--- src/rtl/raytrace_pkg.sv ---
// Shared definitions for the ray-tracing frame scheduler: defaults, FSM encoding
// and an index-width helper used by the scheduler and its arbiter.
package raytrace_pkg;

   localparam int DEF_NUM_CORES = 4;
   localparam int DEF_PIX_W     = 13;

   typedef enum logic [1:0] {
      ST_IDLE  = 2'd0,
      ST_ISSUE = 2'd1,
      ST_DRAIN = 2'd2,
      ST_DONE  = 2'd3
   } sched_state_t;

   function automatic int idx_width(input int n);
      return (n > 1) ? $clog2(n) : 1;
   endfunction

endpackage

--- src/rtl/rr_arbiter.sv ---
// Round-robin pick: lowest-index requester at or after (ptr + 1) mod NUM_CORES,
// returned both one-hot and as a binary index.
module rr_arbiter
   import raytrace_pkg::*;
#(
   parameter  int NUM_CORES = DEF_NUM_CORES,
   localparam int IDX_W     = idx_width(NUM_CORES)
) (
   input  logic [NUM_CORES-1:0] req,
   input  logic [IDX_W-1:0]     ptr,
   output logic [NUM_CORES-1:0] grant,
   output logic [IDX_W-1:0]     index,
   output logic                 any
);

   int unsigned          pos;
   logic [IDX_W-1:0]     cand;

   always_comb begin
      grant = '0;
      index = '0;
      any   = 1'b0;
      pos   = 0;
      cand  = '0;
      // Walk one full lap starting just past the last grant; first hit wins.
      for (int i = 1; i <= NUM_CORES; i++) begin
         pos  = (int'(ptr) + i) % NUM_CORES;
         cand = IDX_W'(pos);
         if (!any && req[cand]) begin
            any         = 1'b1;
            grant[cand] = 1'b1;
            index       = cand;
         end
      end
   end

endmodule

--- src/rtl/ray_scheduler.sv ---
// Frame scheduler: walks the image in raster order and hands each pixel to a
// free tracer core (round-robin), tracking completions until the frame drains.
module ray_scheduler
   import raytrace_pkg::*;
#(
   parameter  int NUM_CORES = DEF_NUM_CORES,
   parameter  int PIX_W     = DEF_PIX_W,
   localparam int CORE_W    = idx_width(NUM_CORES)
) (
   input  logic                 clk,
   input  logic                 reset_n,
   input  logic                 start,
   input  logic [PIX_W-1:0]     image_width,
   input  logic [PIX_W-1:0]     image_height,
   output logic                 pix_valid,
   input  logic                 pix_ready,
   output logic [PIX_W-1:0]     pix_x,
   output logic [PIX_W-1:0]     pix_y,
   output logic [CORE_W-1:0]    pix_core,
   input  logic [NUM_CORES-1:0] core_done,
   output logic                 busy,
   output logic                 frame_done,
   output logic [2*PIX_W-1:0]   rays_retired
);

   localparam logic [PIX_W-1:0] PIX_ONE = PIX_W'(1);

   function automatic logic [2*PIX_W-1:0] popcount(input logic [NUM_CORES-1:0] v);
      popcount = '0;
      for (int i = 0; i < NUM_CORES; i++)
         popcount = popcount + {{(2*PIX_W-1){1'b0}}, v[i]};
   endfunction

   sched_state_t         state, state_nxt;
   logic [NUM_CORES-1:0] free_map, done_mask, grant;
   logic [CORE_W-1:0]    rr_ptr, grant_idx;
   logic                 grant_any;
   logic [PIX_W-1:0]     width_lat, height_lat, x_cnt, y_cnt;
   logic                 all_issued;
   logic                 start_acc, size_zero, load, hshake, last_load, last_hshake;

   rr_arbiter #(.NUM_CORES(NUM_CORES)) u_arb (
      .req   (free_map),
      .ptr   (rr_ptr),
      .grant (grant),
      .index (grant_idx),
      .any   (grant_any)
   );

   // Completions on cores already marked free are stale and must not count.
   assign done_mask   = core_done & ~free_map;
   assign start_acc   = (state == ST_IDLE) && start;
   assign size_zero   = (image_width == '0) || (image_height == '0);
   assign hshake      = pix_valid && pix_ready;
   assign load        = (state == ST_ISSUE) && (!pix_valid || pix_ready) &&
                        grant_any && !all_issued;
   assign last_load   = (x_cnt == width_lat - PIX_ONE) && (y_cnt == height_lat - PIX_ONE);
   assign last_hshake = hshake && (pix_x == width_lat - PIX_ONE) &&
                        (pix_y == height_lat - PIX_ONE);
   assign busy        = (state != ST_IDLE);

   always_comb begin
      state_nxt = state;
      case (state)
         ST_IDLE:  if (start) state_nxt = size_zero ? ST_DONE : ST_ISSUE;
         ST_ISSUE: if (last_hshake) state_nxt = ST_DRAIN;
         ST_DRAIN: if (&free_map) state_nxt = ST_DONE;
         ST_DONE:  state_nxt = ST_IDLE;
         default:  state_nxt = ST_IDLE;
      endcase
   end

   // Request stage: control state and the registered pixel request
   always_ff @(posedge clk or negedge reset_n) begin
      if (!reset_n) begin
         state        <= ST_IDLE;
         pix_valid    <= 1'b0;
         pix_x        <= '0;
         pix_y        <= '0;
         pix_core     <= '0;
         free_map     <= '1;
         rr_ptr       <= CORE_W'(NUM_CORES - 1);
         frame_done   <= 1'b0;
         rays_retired <= '0;
         all_issued   <= 1'b0;
      end else begin
         state      <= state_nxt;
         frame_done <= (state == ST_DONE);
         free_map   <= (free_map | done_mask) & ~(load ? grant : '0);
         if (start_acc) begin
            rays_retired <= '0;
            all_issued   <= 1'b0;
         end else begin
            rays_retired <= rays_retired + popcount(done_mask);
            if (load && last_load)
               all_issued <= 1'b1;
         end
         if (load) begin
            pix_valid <= 1'b1;
            pix_x     <= x_cnt;
            pix_y     <= y_cnt;
            pix_core  <= grant_idx;
            rr_ptr    <= grant_idx;
         end else if (hshake) begin
            pix_valid <= 1'b0;
         end
      end
   end

   // Raster walk: next pixel to issue; parks on the last pixel rather than wrapping
   always_ff @(posedge clk) begin
      if (start_acc) begin
         width_lat  <= image_width;
         height_lat <= image_height;
         x_cnt      <= '0;
         y_cnt      <= '0;
      end else if (load && !last_load) begin
         if (x_cnt == width_lat - PIX_ONE) begin
            x_cnt <= '0;
            y_cnt <= y_cnt + PIX_ONE;
         end else begin
            x_cnt <= x_cnt + PIX_ONE;
         end
      end
   end

endmodule

--- config.mk ---
export PLATFORM = sky130hd
export DESIGN_NAME = ray_scheduler
export DESIGN_NICKNAME = d
export VERILOG_FILES = /design/src/rtl/raytrace_pkg.sv /design/src/rtl/rr_arbiter.sv /design/src/rtl/ray_scheduler.sv
export SDC_FILE = /design/constraint.sdc
export NUM_CORES = 1
export LEC_CHECK = 0
export ABC_AREA = 1
export BUFFER_PORTS_ARGS = -buffer_cell sky130_fd_sc_hd__buf_2
export CORE_AREA = 5 5 126 188
export CTS_CLUSTER_DIAMETER = 80
export DETAILED_ROUTE_END_ITERATION = 10
export DIE_AREA = 0 0 131 193
export MAX_ROUTING_LAYER = met4
export PLACE_DENSITY = 0.54
export SLEW_MARGIN = 10
export SYNTH_ARGS = -nofsm -noshare
export SYNTH_HDL_FRONTEND = slang
export SYNTH_SLANG_ARGS = --single-unit
--- constraint.sdc ---
create_clock -name clk -period 4.1 [get_ports clk]
set_input_delay 0.205 -clock clk [delete_from_list [all_inputs] [get_ports clk]]
set_output_delay 0.205 -clock clk [all_outputs]
set_load 0.01 [all_outputs]
Word-level counts from Yosys, hierarchy flattened
Index checks and enable logic that the tools add are counted.
{"block": "word_totals", "ff_bits": 117, "inputBits": 34}
{"block": "op_classes", "addsub": 12, "n_lt_le_gt_ge": 8, "n_eq_ne": 10, "mux": 40, "bitwise": 8, "reduce_logical": 34}
{"cell": "13-bit == test", "count": 4}
{"cell": "13-bit by 1-bit adder with 13-bit output (second input constant)", "count": 2}
{"cell": "26-bit by 4-bit adder with 26-bit output", "count": 1}
{"cell": "13-bit logical NOT", "count": 2}
{"cell": "26-bit two-way mux", "count": 1}
{"cell": "13-bit by 1-bit subtractor with 13-bit output (second input constant)", "count": 2}
{"cell": "4-bit two-way mux", "count": 5}
{"cell": "1-bit logical AND", "count": 17}
{"cell": "1-bit two-way mux", "count": 16}
{"cell": "2-bit two-way mux", "count": 8}
{"cell": "4-bit OR", "count": 4}
{"cell": "13-bit two-way mux", "count": 1}
{"cell": "2-bit by 3-bit < comparator with 1-bit output (second input constant)", "count": 4}
{"cell": "4-bit AND", "count": 2}
{"cell": "1-bit binary-select mux with 2-bit select", "count": 4}
{"cell": "1-bit demux with 2-bit select", "count": 4}
{"cell": "2-bit by 1-bit greater-or-equal comparator with 1-bit output (second input constant)", "count": 4}
{"cell": "4-bit NOT", "count": 2}
{"cell": "2-bit case mux with 4 select lines", "count": 1}
{"cell": "1-bit logical NOT", "count": 6}
{"cell": "2-bit != test (second input constant)", "count": 3}
{"cell": "2-bit nonzero test", "count": 3}
{"cell": "2-bit by 1-bit adder with 2-bit output (second input constant)", "count": 2}
{"cell": "2-bit adder (second input constant)", "count": 2}
{"cell": "other kinds (10)", "count": 12}

Longest topological paths before layout
Gate-level depths: netlist of the first run.
{"block": "depth", "depth_word": 18, "mapped_depth": 20, "mapped_depth_nobuf": 19}

Hierarchy
Synthesis of the first run repeated with hierarchy kept, for this count alone.
{"block": "hier_totals", "hier_cells": 1125, "area_unflattened_um2": 7790.0}
{"module": "ray_scheduler", "n_inst": 1, "cells_per_inst": 1051, "area_per_inst_um2": 7332.0}
{"module": "rr_arbiter", "n_inst": 1, "cells_per_inst": 74, "area_per_inst_um2": 457.9}

Worst setup path after synthesis of the first run
No wires, ideal clock.
{"block": "synth_path", "path_type": "flip-flop to flip-flop", "from": "reg free_map[0]", "to": "reg rays_retired[20]", "setup_time_ps": 94, "arrival_ps": 2860, "path_slack_ps": 1145, "path_stages_with_launch": 15, "path_buffers": 0, "cell_sequence": "dfstp_2 inv_1 nand2_1 fa_1 inv_1 fa_1 fa_1 nand2_1 nor2_1 nand2_1 nor3_1 nand4_1 nor4_1 a21oi_1 a211oi_1"}
{"block": "synth_via", "elab_chain_len": 7}
{"element": "start, declared", "line_no": "ray_scheduler.sv:35", "source": "logic [NUM_CORES-1:0] free_map, done_mask, grant;"}
{"element": "start signal, assigned", "line_no": "ray_scheduler.sv:89", "source": "free_map <= (free_map | done_mask) & ~(load ? grant : '0);"}
{"element": "4-bit NOT", "line_no": "ray_scheduler.sv:51", "source": "assign done_mask = core_done & ~free_map;"}
{"element": "4-bit AND", "line_no": "ray_scheduler.sv:51"}
{"element": "1-bit by 1-bit adder with 2-bit output", "line_no": "ray_scheduler.sv:31", "source": "popcount = popcount + {{(2*PIX_W-1){1'b0}}, v[i]};"}
{"element": "2-bit by 1-bit adder with 3-bit output", "line_no": "ray_scheduler.sv:31"}
{"element": "3-bit by 1-bit adder with 4-bit output", "line_no": "ray_scheduler.sv:31"}
{"element": "26-bit by 4-bit adder with 26-bit output", "line_no": "ray_scheduler.sv:94", "source": "rays_retired <= rays_retired + popcount(done_mask);"}
{"element": "26-bit two-way mux", "line_no": "ray_scheduler.sv:90", "source": "if (start_acc) begin"}
{"element": "end signal, assigned", "line_no": "ray_scheduler.sv:94"}
{"element": "end, declared", "line_no": "ray_scheduler.sv:23", "source": "output logic [2*PIX_W-1:0] rays_retired"}
Every way passes these cells.
A chain may end at the register's enable or synchronous reset.

Worst setup path in the final report of the first run
Ends and elaborated chain as after synthesis.

==> results of run 1 <==
-- worst max-delay path: stages (launching register included) --
cell and delay (ns):
dfstp_2 0.54, inv_1 0.06, nand2_1 0.08, fa_1 0.41
inv_1 0.09, fa_1 0.21, fa_1 0.19, nand2_1 0.07
nor2_1 0.13, nand2_1 0.10, nor3_1 0.34, nand4_1 0.31
nor4_1 0.42, a21oi_1 0.12, a211oi_1 0.19
-- through the flow --
step / total power, mW / worst slack [ns]
detailed placement: 3.117 / 0.7065
CTS: 4.769 / 0.7133
global placement: 3.111 / 0.7872
global route: 5.042 / 0.3734
finish: 4.702 / 0.7382
floorplan: 2.650 / 1.145
-- layer usage --
metal / track usage [%] / vias up
li1: - / 3762
met1: 19.12 / 3373
met2: 35.13 / 135
met3: 3.280 / 33
met4: 6.532 / 0
met5: - / -
-- final timing paths --
kind                       depth (start not counted)               end  slack, ns         from
max in group asynchronous                          2       pix_core[1]       3.03      reset_n
setup reg to reg                                  14  rays_retired[20]       0.74  free_map[0]
min in group asynchronous                          2          pix_y[6]       0.47      reset_n
hold reg to reg                                    2       pix_core[0]       0.49  pix_core[0]
setup / recovery                                  14  rays_retired[20]       0.74  free_map[0]
hold / removal                                     2         pix_valid       0.03    pix_ready
-- synth_stat cells --
library cell	number	area [µm²]
nand3_1	113	565.5
nand4_1	20	125.1
nand2_1	313	1175
o21a_1	2	15.01
buf_2	10	50.05
dfrtp_1	59	1476
or2_1	1	6.260
a211oi_1	1	7.510
inv_2	6	22.52
nor2_1	135	506.7
nor2_8	1	20.02
clkinv_1	1	3.750
fa_1	3	60.06
buf_1	1	3.750
xor2_1	20	175.2
o21ai_0	57	285.3
buf_6	2	22.52
o21ai_1	3	15.01
nor3_1	23	115.1
clkbuf_1	5	18.77
a22oi_1	1	7.510
a31oi_1	2	12.51
inv_1	137	514.2
nand2_2	8	50.05
nand2_4	4	45.04
xnor2_1	1	8.760
nand3b_1	10	75.07
nor3b_1	1	7.510
nor3_2	1	10.01
nor4_1	9	56.30
dfstp_2	6	157.7
or2_2	1	6.260
nor2_4	7	78.83
o221ai_1	1	8.760
o311ai_0	1	8.760
a21oi_1	41	205.2
nor2_2	12	75.07
and3_1	1	6.260
nand3_2	4	40.04
mux2i_1	1	10.01
edfxtp_1	26	780.8
dfxtp_1	26	520.5
ha_1	16	200.2
-- registers in the layout, summed over array words and instances (netlist names) --
register	flops
pix_core	2
free_map	4
rays_retired	26
pix_valid	1
pix_x	13
all_issued	1
height_lat	13
pix_y	13
y_cnt	13
width_lat	13
frame_done	1
state	2
x_cnt	13
rr_ptr	2
-- cell type report --
type,instances,area (µm²),share of cell area (%)
tap,276,345.3,3.755
timing repair buffer,121,753.2,8.190
multi-input combinational,814,3989,43.37
clock inverter,13,168.9,1.837
sequential,117,2935,31.92
inverter,144,540.5,5.878
clock buffer,19,464.2,5.048
-- kinds of logic (layout without fill, tap and decap cells) --
kind of cell	after synthesis	count (layout)
AOI/OAI and AO/OA	109	109
xor gates and xnor gates	21	21
adders and majority gates	19	19
buffers and inverters	162	297
DFF	117	117
muxes	1	1
and+or+nand+nor	664	664
-- repair_timing --
item	in CTS	in global routing
hold endpoints to repair	85	0
hold buffers	27	0
buffers inserted	0	0
-- report_power, final --
part	total (mW)	switching, mW	internal [mW]
Clock	1.60	0.583	1.02
Combinational	1.53	1.04	0.485
Sequential	1.57	0.186	1.39
Total	4.70	1.81	2.89
==> results_dict.tcl, run 1 <==
set metrics [dict create \
    post_drt_via_cell_ratio 4.856 \
    initial_utilization_pct 34.40 \
    cts_resized 0 \
    dp_hpwl_um 17290 \
    num_vias 7303 \
    ys_seq_elements 117 \
    hold-worst-slack_ns 0.02760 \
    drc_errors 0 \
    slew_headroom_pct 29.10 \
    maximum_number_of_pins_on_one_net_before_global_route_repair 66 \
    clkLatencyLatePin_ns 0.42 \
    worstMarginPinSlew_ns 1.062 \
    detail_route.wirelength_um 22540 \
    finalHoldViolCount 0 \
    share_of_synthesized_area_occupied_by_flip_flops_and_latches_pct 38.85 \
    layoutNonFillerInstCount 1504 \
    fp.dieArea_mm2 0.02528 \
    firstDrtPassIters 6 \
    top_level_ports 91 \
    cts.reportedPaths.clkPinSlew_ns 0.06 \
    ys_warn_count 0 \
    synth_simple_gate_area_share_pct 39.23 \
    synthesis.area_per_instance_um2 6.912 \
    tritoncts_clock_tree "built" \
    place.port_buffers 90 \
    grt_setup_unrepaired "false" \
    post_synth_inst_count 1093 \
    vdd.ir_drop.worst_mv 0.2675 \
    final_slew_violations 0 \
    cts_root_buffer "clkbuf_16" \
    antenna_violating_nets_left 0 \
    floorplan.rows 67 \
    post-route-period-util_pct 81.99 \
    track_usage_pct 18.69 \
    finalNetCount 1268 \
    first_global_vias 7237 \
    detail_route.wl_per_cell_um 14.99 \
    outcome "completed" \
    wl_met2_um 12620 \
    fin_area_mm2 0.009196 \
    cellLeakagePower_nw 4.417 \
    grt_remaining_overflow 0 \
    critPathKind "flip-flop to flip-flop" \
    fp.coreArea_mm2 0.02196 \
    filler_cell_count 2298 \
    die_width_um 131 \
    critical_path_required_ns 4.41 \
    route.top_layer_used "met4" \
    synth_xor_xnor_area_share_pct 2.435 \
    crit_fanout 5 \
    cp-start-kind "flip-flop" \
    synth_top_family_by_area "simple AND/OR/NAND/NOR gates" \
    post_route_cells_drive_above_1_share_pct 14.50 \
    final_common_cell "nand2_1" \
    dr_wl_met3_um 645 \
    finalSetupViolCount 0 \
    ctsHtreeMaxLevel 4 \
    cts_buffers 17 \
    synthesis.area_mm2 0.007555 \
    dp_cells 1445 \
    antenna_found_initial 0 \
    placement.cell_area_mm2 0.008293 \
    synth.mux.area_fraction_pct 0.1325 \
    mostFrequentLayoutCells "313 x nand2_1, 137 x inv_1, 135 x nor2_1" \
    worstHoldPathType "primary input to flip-flop" \
    synthesized_area_fraction_occupied_by_ao_oa_aoi_and_oai_cells_pct 7.486 \
    timing.setup.tns_ns 0 \
    power-per-cell-area_mw_per_mm2 511.3 \
    grt_pass1_wl_um 35670 \
    post_synth_net_total 1146 \
    yosys.area_share.adder_pct 3.445 \
    antenna_cells_inserted 0 \
    syn_to_final_growth_pct 21.73 \
    y_dimension_of_the_die_um 193 \
    cp.arrival_ns 3.67 \
    maxCapViolations 0 \
    final_core_utilization_pct 41.87 \
    end_kind "flip-flop" \
    replace_congestion 0.8758 \
    final.min_clock_period_ns 3.362 \
    drt_iter0_markers 343 \
    max_freq_mhz 297.5 \
    ctsLongestPathBuffers 2 \
    synth.distinct_cells 43 \
    timing.clock.skew_ns 0.01164 \
    routedLengthMet1_um 8770 \
    cts.sinks 117 \
]
(Power assumes the default switching activity.)
==> run 2, diff against run 1 <==
Settings changed: PLACE_DENSITY 0.54 to 0.56.
Clock period 4.1 ns to 2.8 ns, I/O delays scaled along.
==> run 2 against run 1 <==
Effect of this change: cell count grew 2.1%; global-route usage grew 0.47 points; sequential share of layout area shrank 1.5 points; clock skew shrank 0.00085 ns; design area grew 4.9%; non-clock buffer count grew 31; clock-buffer cell count grew 6; maximum frequency grew 21%; critical endpoint is now rays_retired[22]; largest cell class unchanged; largest power group is now combinational cells.
==> results_dict.tcl, run 2 (synthesized netlist as in run 1, its figures left out) <==
set metrics [dict create \
    cp.arrival_ns 3.09 \
    crit_fanout 4 \
    syn_to_final_growth_pct 27.67 \
    rr_worst_depth 16 \
    fp.dieArea_mm2 0.02528 \
    cp-start-kind "flip-flop" \
    cellLeakagePower_nw 4.622 \
    initial_utilization_pct 34.40 \
    detail_route.wirelength_um 22730 \
    post-route-period-util_pct 99.44 \
    timing.clock.skew_ns 0.01079 \
    first_global_vias 7553 \
    grt_setup_unrepaired "true" \
    hold-worst-slack_ns 0.1773 \
    worstReg2RegStart "free_map[0]" \
    crit_path_top_delay_cell "dfstp_2" \
    top_level_ports 91 \
    cpMostUsedCell "nand2_2" \
    track_usage_pct 19.16 \
    mostFrequentLayoutCells "304 x nand2_1, 134 x inv_1, 126 x nor2_1" \
    filler_cell_count 2329 \
    cts_buffers 17 \
    die_width_um 131 \
    hold-path-endpoint "state[0]" \
    tritoncts_clock_tree "built" \
    fp.coreArea_mm2 0.02196 \
    hold_path.startpoint "start" \
    worst-path-buf-inv 3 \
    path_cells "inv_2 > nand2_2 > fa_1 > inv_2 > fa_2 > fa_2 > nand2_2 > nor2_4 > nand2_2 > nor3_4 > nand4_1 > buf_6 > nor2_4 > nand4_1 > nand2_1 > nor2_1" \
    cp_peak_stage_delay_ns 0.54 \
    cts.sinks 117 \
    power-per-cell-area_mw_per_mm2 699.3 \
    reg2reg_to "rays_retired[22]" \
    dp_cells 1459 \
    replace_congestion 0.9205 \
    dp_hpwl_um 17440 \
    antenna_cells_inserted 0 \
    cts_root_buffer "clkbuf_16" \
    slew_headroom_pct 38.35 \
    floorplan.rows 67 \
    timing.setup.tns_ns 0 \
    vdd.ir_drop.worst_mv 0.4062 \
    cp_top_family "simple AND/OR/NAND/NOR gates" \
    finalNetCount 1299 \
    outcome "completed" \
    critical_path_required_ns 3.11 \
    fin_ws_ns 0.01571 \
    antenna_found_initial 0 \
    firstDrtPassIters 5 \
    maxCapViolations 0 \
    post_route_cells_drive_above_1_share_pct 19.38 \
    cts.reportedPaths.clkPinSlew_ns 0.06 \
    post_drt_via_cell_ratio 4.802 \
    grt_pass1_wl_um 36780 \
    critPathKind "flip-flop to flip-flop" \
    num_vias 7371 \
    end_kind "flip-flop" \
    finalSetupViolCount 0 \
    layout.area.seq_mm2 0.002935 \
    placement.cell_area_mm2 0.008437 \
    final_core_utilization_pct 43.92 \
    maximum_number_of_pins_on_one_net_before_global_route_repair 66 \
    detail_route.wl_per_cell_um 14.81 \
    drt_iter0_markers 297 \
    final_slew_violations 0 \
    totalPowerFinal_mw 6.745 \
    drc_errors 0 \
    grt_remaining_overflow 0 \
    dp_worst_setup_slack_ns -0.2145 \
    final.min_clock_period_ns 2.784 \
    final_common_cell "nand2_1" \
    ctsLongestPathBuffers 2 \
    place.port_buffers 90 \
    fin_area_mm2 0.009646 \
    finalHoldViolCount 0 \
    top_register "rays_retired" \
    max_freq_mhz 359.2 \
    worstHoldPathType "primary input to flip-flop" \
    ctsHtreeMaxLevel 4 \
    worst-r2r-setup-slack_ns 0.02 \
    min_path_cells 5 \
    clkLatencyLatePin_ns 0.42 \
    y_dimension_of_the_die_um 193 \
    worstMarginPinSlew_ns 0.9247 \
    largest_register_ff_count 26 \
    antenna_violating_nets_left 0 \
    multiInputGateArea_mm2 0.004213 \
    layoutNonFillerInstCount 1535 \
]
## run 2: changes by cell type in the layout (fill, tap and decap cells not counted), moves of 5 or more
cell	previous run	this run
a21oi_1	41	36
a21oi_2	0	5
buf_4	5	24
dlygate4sd3_1	27	32
nand2_1	313	304
nand2_2	8	16
nor2_1	135	126
nor2_4	7	15
o21ai_0	57	52
## run 2: how the worst max path moves through the flow
stage / start / to / slack, ns / depth (start not counted)
final: free_map[0] / rays_retired[22] / 0.02 / 16
after global routing: free_map[0] / rays_retired[23] / -0.15 / 15
after CTS: free_map[0] / rays_retired[20] / -0.13 / 14
after detailed placement: free_map[0] / rays_retired[20] / -0.21 / 14
after global placement: free_map[0] / rays_retired[20] / -0.13 / 14
after floorplan: free_map[0] / rays_retired[20] / 0.008 / 14
## run 2: layout make-up
type | count | share of cell area (%)
Multi-Input combinational cell | 814 | 43.68
Clock buffer | 25 | 5.357
Sequential cell | 117 | 30.43
Clock inverter | 7 | 0.4540
Inverter | 144 | 5.604
Timing Repair Buffer | 152 | 10.90
Tap cell | 276 | 3.580
## run 2: report_power, final
group / internal, mW / total (mW) / switching (mW)
sequential: 2.03 / 2.30 / 0.269
clock: 1.27 / 2.06 / 0.781
combinational: 0.817 / 2.39 / 1.57
## run 2: worst reg2reg max path, cell delays in order (launching register included)
cell and delay [ns]:
dfstp_2 0.54, inv_2 0.04, nand2_2 0.05, fa_1 0.42
inv_2 0.08, fa_2 0.22, fa_2 0.21, nand2_2 0.08
nor2_4 0.10, nand2_2 0.08, nor3_4 0.13, nand4_1 0.20
buf_6 0.21, nor2_4 0.12, nand4_1 0.09, nand2_1 0.07
nor2_1 0.04
## run 2: per-layer routing
metal  vias up  track usage (%)  share of wire, %  wire (µm)
met2       138            35.88                55      12600
met1      3363            19.39                38       8711
met4         0            7.838               3.2        728
met5         -                -                 0          0
li1       3833                -                 -          -
met3        37            3.115               3.0        687
## run 2: repair_timing
item                                    CTS  global route
buffers inserted                         10             4
endpoints found under the hold margin    90             0
gates resized for setup                  26            38
pin swaps                                10             8
hold buffers                             32             0
endpoints found under the setup margin   12            35
==> run 3, diff against run 2 <==
Settings changed: CTS_BUF_LIST from default to sky130_fd_sc_hd__clkbuf_4.
==> run 3 against run 2 <==
Effect of this change: worst setup slack improved by 0.0044 ns; combinational power about the same; global-route usage decreased by 0.060 points; maximum frequency grew 0.16%; critical path depth unchanged; design area shrank 3.6%; clock power fell by 46%; clock-buffer cell count shrank 5; sequential cell count did not move; cell count rose by 0.13%; total power down 14%.
==> results_dict.tcl, run 3 (synthesized netlist as in run 1, its figures left out) <==
set metrics [dict create \
    cp.arrival_ns 3.22 \
    dp_worst_setup_slack_ns -0.2145 \
    crit_fanout 4 \
    ctsLongestPathBuffers 2 \
    critPathKind "flip-flop to flip-flop" \
    grt_setup_unrepaired "true" \
    post_route_cells_drive_above_1_share_pct 19.29 \
    maxCapViolations 0 \
    floorplan.rows 67 \
    mostFrequentLayoutCells "303 x nand2_1, 134 x inv_1, 125 x nor2_1" \
    syn_to_final_growth_pct 23.14 \
    initial_utilization_pct 34.40 \
    ctsHtreeMaxLevel 4 \
    finalSetupViolCount 0 \
    y_dimension_of_the_die_um 193 \
    path_cells "inv_2 > nand2_2 > fa_1 > inv_2 > fa_2 > fa_2 > nand2_2 > nor2_4 > nand2_2 > nor3_4 > nand4_1 > buf_6 > nor2_4 > nand4_1 > nand2_1 > nor2_1" \
    outcome "completed" \
    fin_ws_ns 0.02007 \
    tritoncts_clock_tree "built" \
    final.min_clock_period_ns 2.780 \
    finalHoldViolCount 0 \
    detail_route.wirelength_um 22680 \
    first_global_vias 7513 \
    cts_buffers 17 \
    cts.sinks 117 \
    end_kind "flip-flop" \
    drc_errors 0 \
    detail_route.wl_per_cell_um 14.76 \
    cts_root_buffer "clkbuf_4" \
    place.port_buffers 90 \
    route.top_layer_used "met4" \
    cellLeakagePower_nw 4.497 \
    cts.reportedPaths.clkPinSlew_ns 0.13 \
    dr_wl_met3_um 691 \
    filler_cell_count 2376 \
    track_usage_pct 19.10 \
    fp.dieArea_mm2 0.02528 \
    largest_register_ff_count 26 \
    cp-start-kind "flip-flop" \
    fin_area_mm2 0.009303 \
    replace_congestion 0.9205 \
    max_freq_mhz 359.7 \
    cpMostUsedCell "nand2_2" \
    grt_pass1_wl_um 36530 \
    antenna_found_initial 1 \
    post_drt_via_cell_ratio 4.828 \
    timing.clock.skew_ns 0.02773 \
    final_common_cell "nand2_1" \
    post-route-period-util_pct 99.28 \
    final_slew_violations 0 \
    grt_remaining_overflow 0 \
    top_register "rays_retired" \
    placement.cell_area_mm2 0.008437 \
    dp_cells 1459 \
    dp_hpwl_um 17440 \
    vdd.ir_drop.worst_mv 0.3499 \
    crit_path_top_delay_cell "dfstp_2" \
    finalNetCount 1300 \
    worstHoldPathType "primary input to async pin" \
    clkLatencyLatePin_ns 0.55 \
    slew_headroom_pct 37.79 \
    die_width_um 131 \
    drt_iter0_markers 402 \
    power-per-cell-area_mw_per_mm2 623.5 \
    critical_path_required_ns 3.24 \
    cp_peak_stage_delay_ns 0.55 \
    top_level_ports 91 \
    firstDrtPassIters 5 \
    routedLengthMet1_um 8689 \
    antenna_violating_nets_left 0 \
    fp.coreArea_mm2 0.02196 \
    num_vias 7420 \
    maximum_number_of_pins_on_one_net_before_global_route_repair 66 \
    layoutNonFillerInstCount 1537 \
    wl_met2_um 12640 \
    worstMarginPinSlew_ns 0.9332 \
]
run 3: changes by cell type in the layout (fill, tap and decap cells not counted), sizes merged:
cell         before  now
clkbuf           25   20
clkinv            4    8
bufinv            0    1
diode             0    1
dlygate4sd3      32   33
run 3: cell type report:
type                       instances  area (µm²)  share of cell area, %
multi-input combinational        814        4195                  45.10
sequential                       117        2935                  31.55
timing repair buffer             153        1045                  11.23
inverter                         144       540.5                  5.810
tap                              276       345.3                  3.712
clock buffer                      20       150.1                  1.614
clock inverter                    12       88.84                 0.9549
antenna                            1       2.502                0.02690
run 3: repair_timing:
action | 4_1_cts | 5_1_grt
hold buffers | 33 | 0
gates resized for setup | 25 | 35
setup buffers | 8 | 5
endpoints found under the setup margin | 12 | 36
hold endpoints to repair | 92 | 0
pin swaps | 9 | 12
run 3: worst paths after layout:
check	from	end	slack [ns]	cells past startpoint
max reg2reg	free_map[0]	rays_retired[22]	0.02	16
min reg2reg	x_cnt[11]	x_cnt[11]	0.49	2
max	free_map[0]	rays_retired[22]	0.02	16
max in group asynchronous	reset_n	frame_done	1.91	2
min in group clk	image_width[5]	width_lat[5]	0.32	2
min	reset_n	pix_x[7]	0.26	2
run 3: where the power goes:
| part | switching (mW) | total [mW] | leakage (nW) | internal (mW) |
|---|---|---|---|---|
| Clock | 0.657 | 1.11 | 0.137 | 0.454 |
| Sequential | 0.268 | 2.29 | 1.33 | 2.02 |
| Combinational | 1.58 | 2.40 | 3.03 | 0.820 |
run 3: metal layers:
layer	vias up	global-route usage, %
met5	-	-
met4	0	7.482
met3	35	3.473
met2	143	35.86
met1	3404	19.17
li1	3838	-
run 3: critical path: cells and delay by family (launching register included):
kind	cells	cell delay (ns)
adder cells (fa/ha/maj)	3	0.85
buffers and inverters	3	0.33
flip-flops	1	0.55
AND/OR/NAND/NOR	10	0.95
run 3: through the flow:
step | utilization, % | power [mW] | TNS [ns] | hold slack [ns]
6_report | 42.36 | 5.800 | 0 | 0.2595
2_1_floorplan | - | 3.880 | 0 | -0.1556
4_1_cts | 41.62 | 5.865 | -0.7827 | 0.2397
3_3_place_gp | 38.41 | 4.637 | -0.4897 | 0.3331
3_5_place_dp | 38.41 | 4.662 | -1.021 | 0.3346
5_1_grt | 42.36 | 6.333 | -1.409 | 0.2686
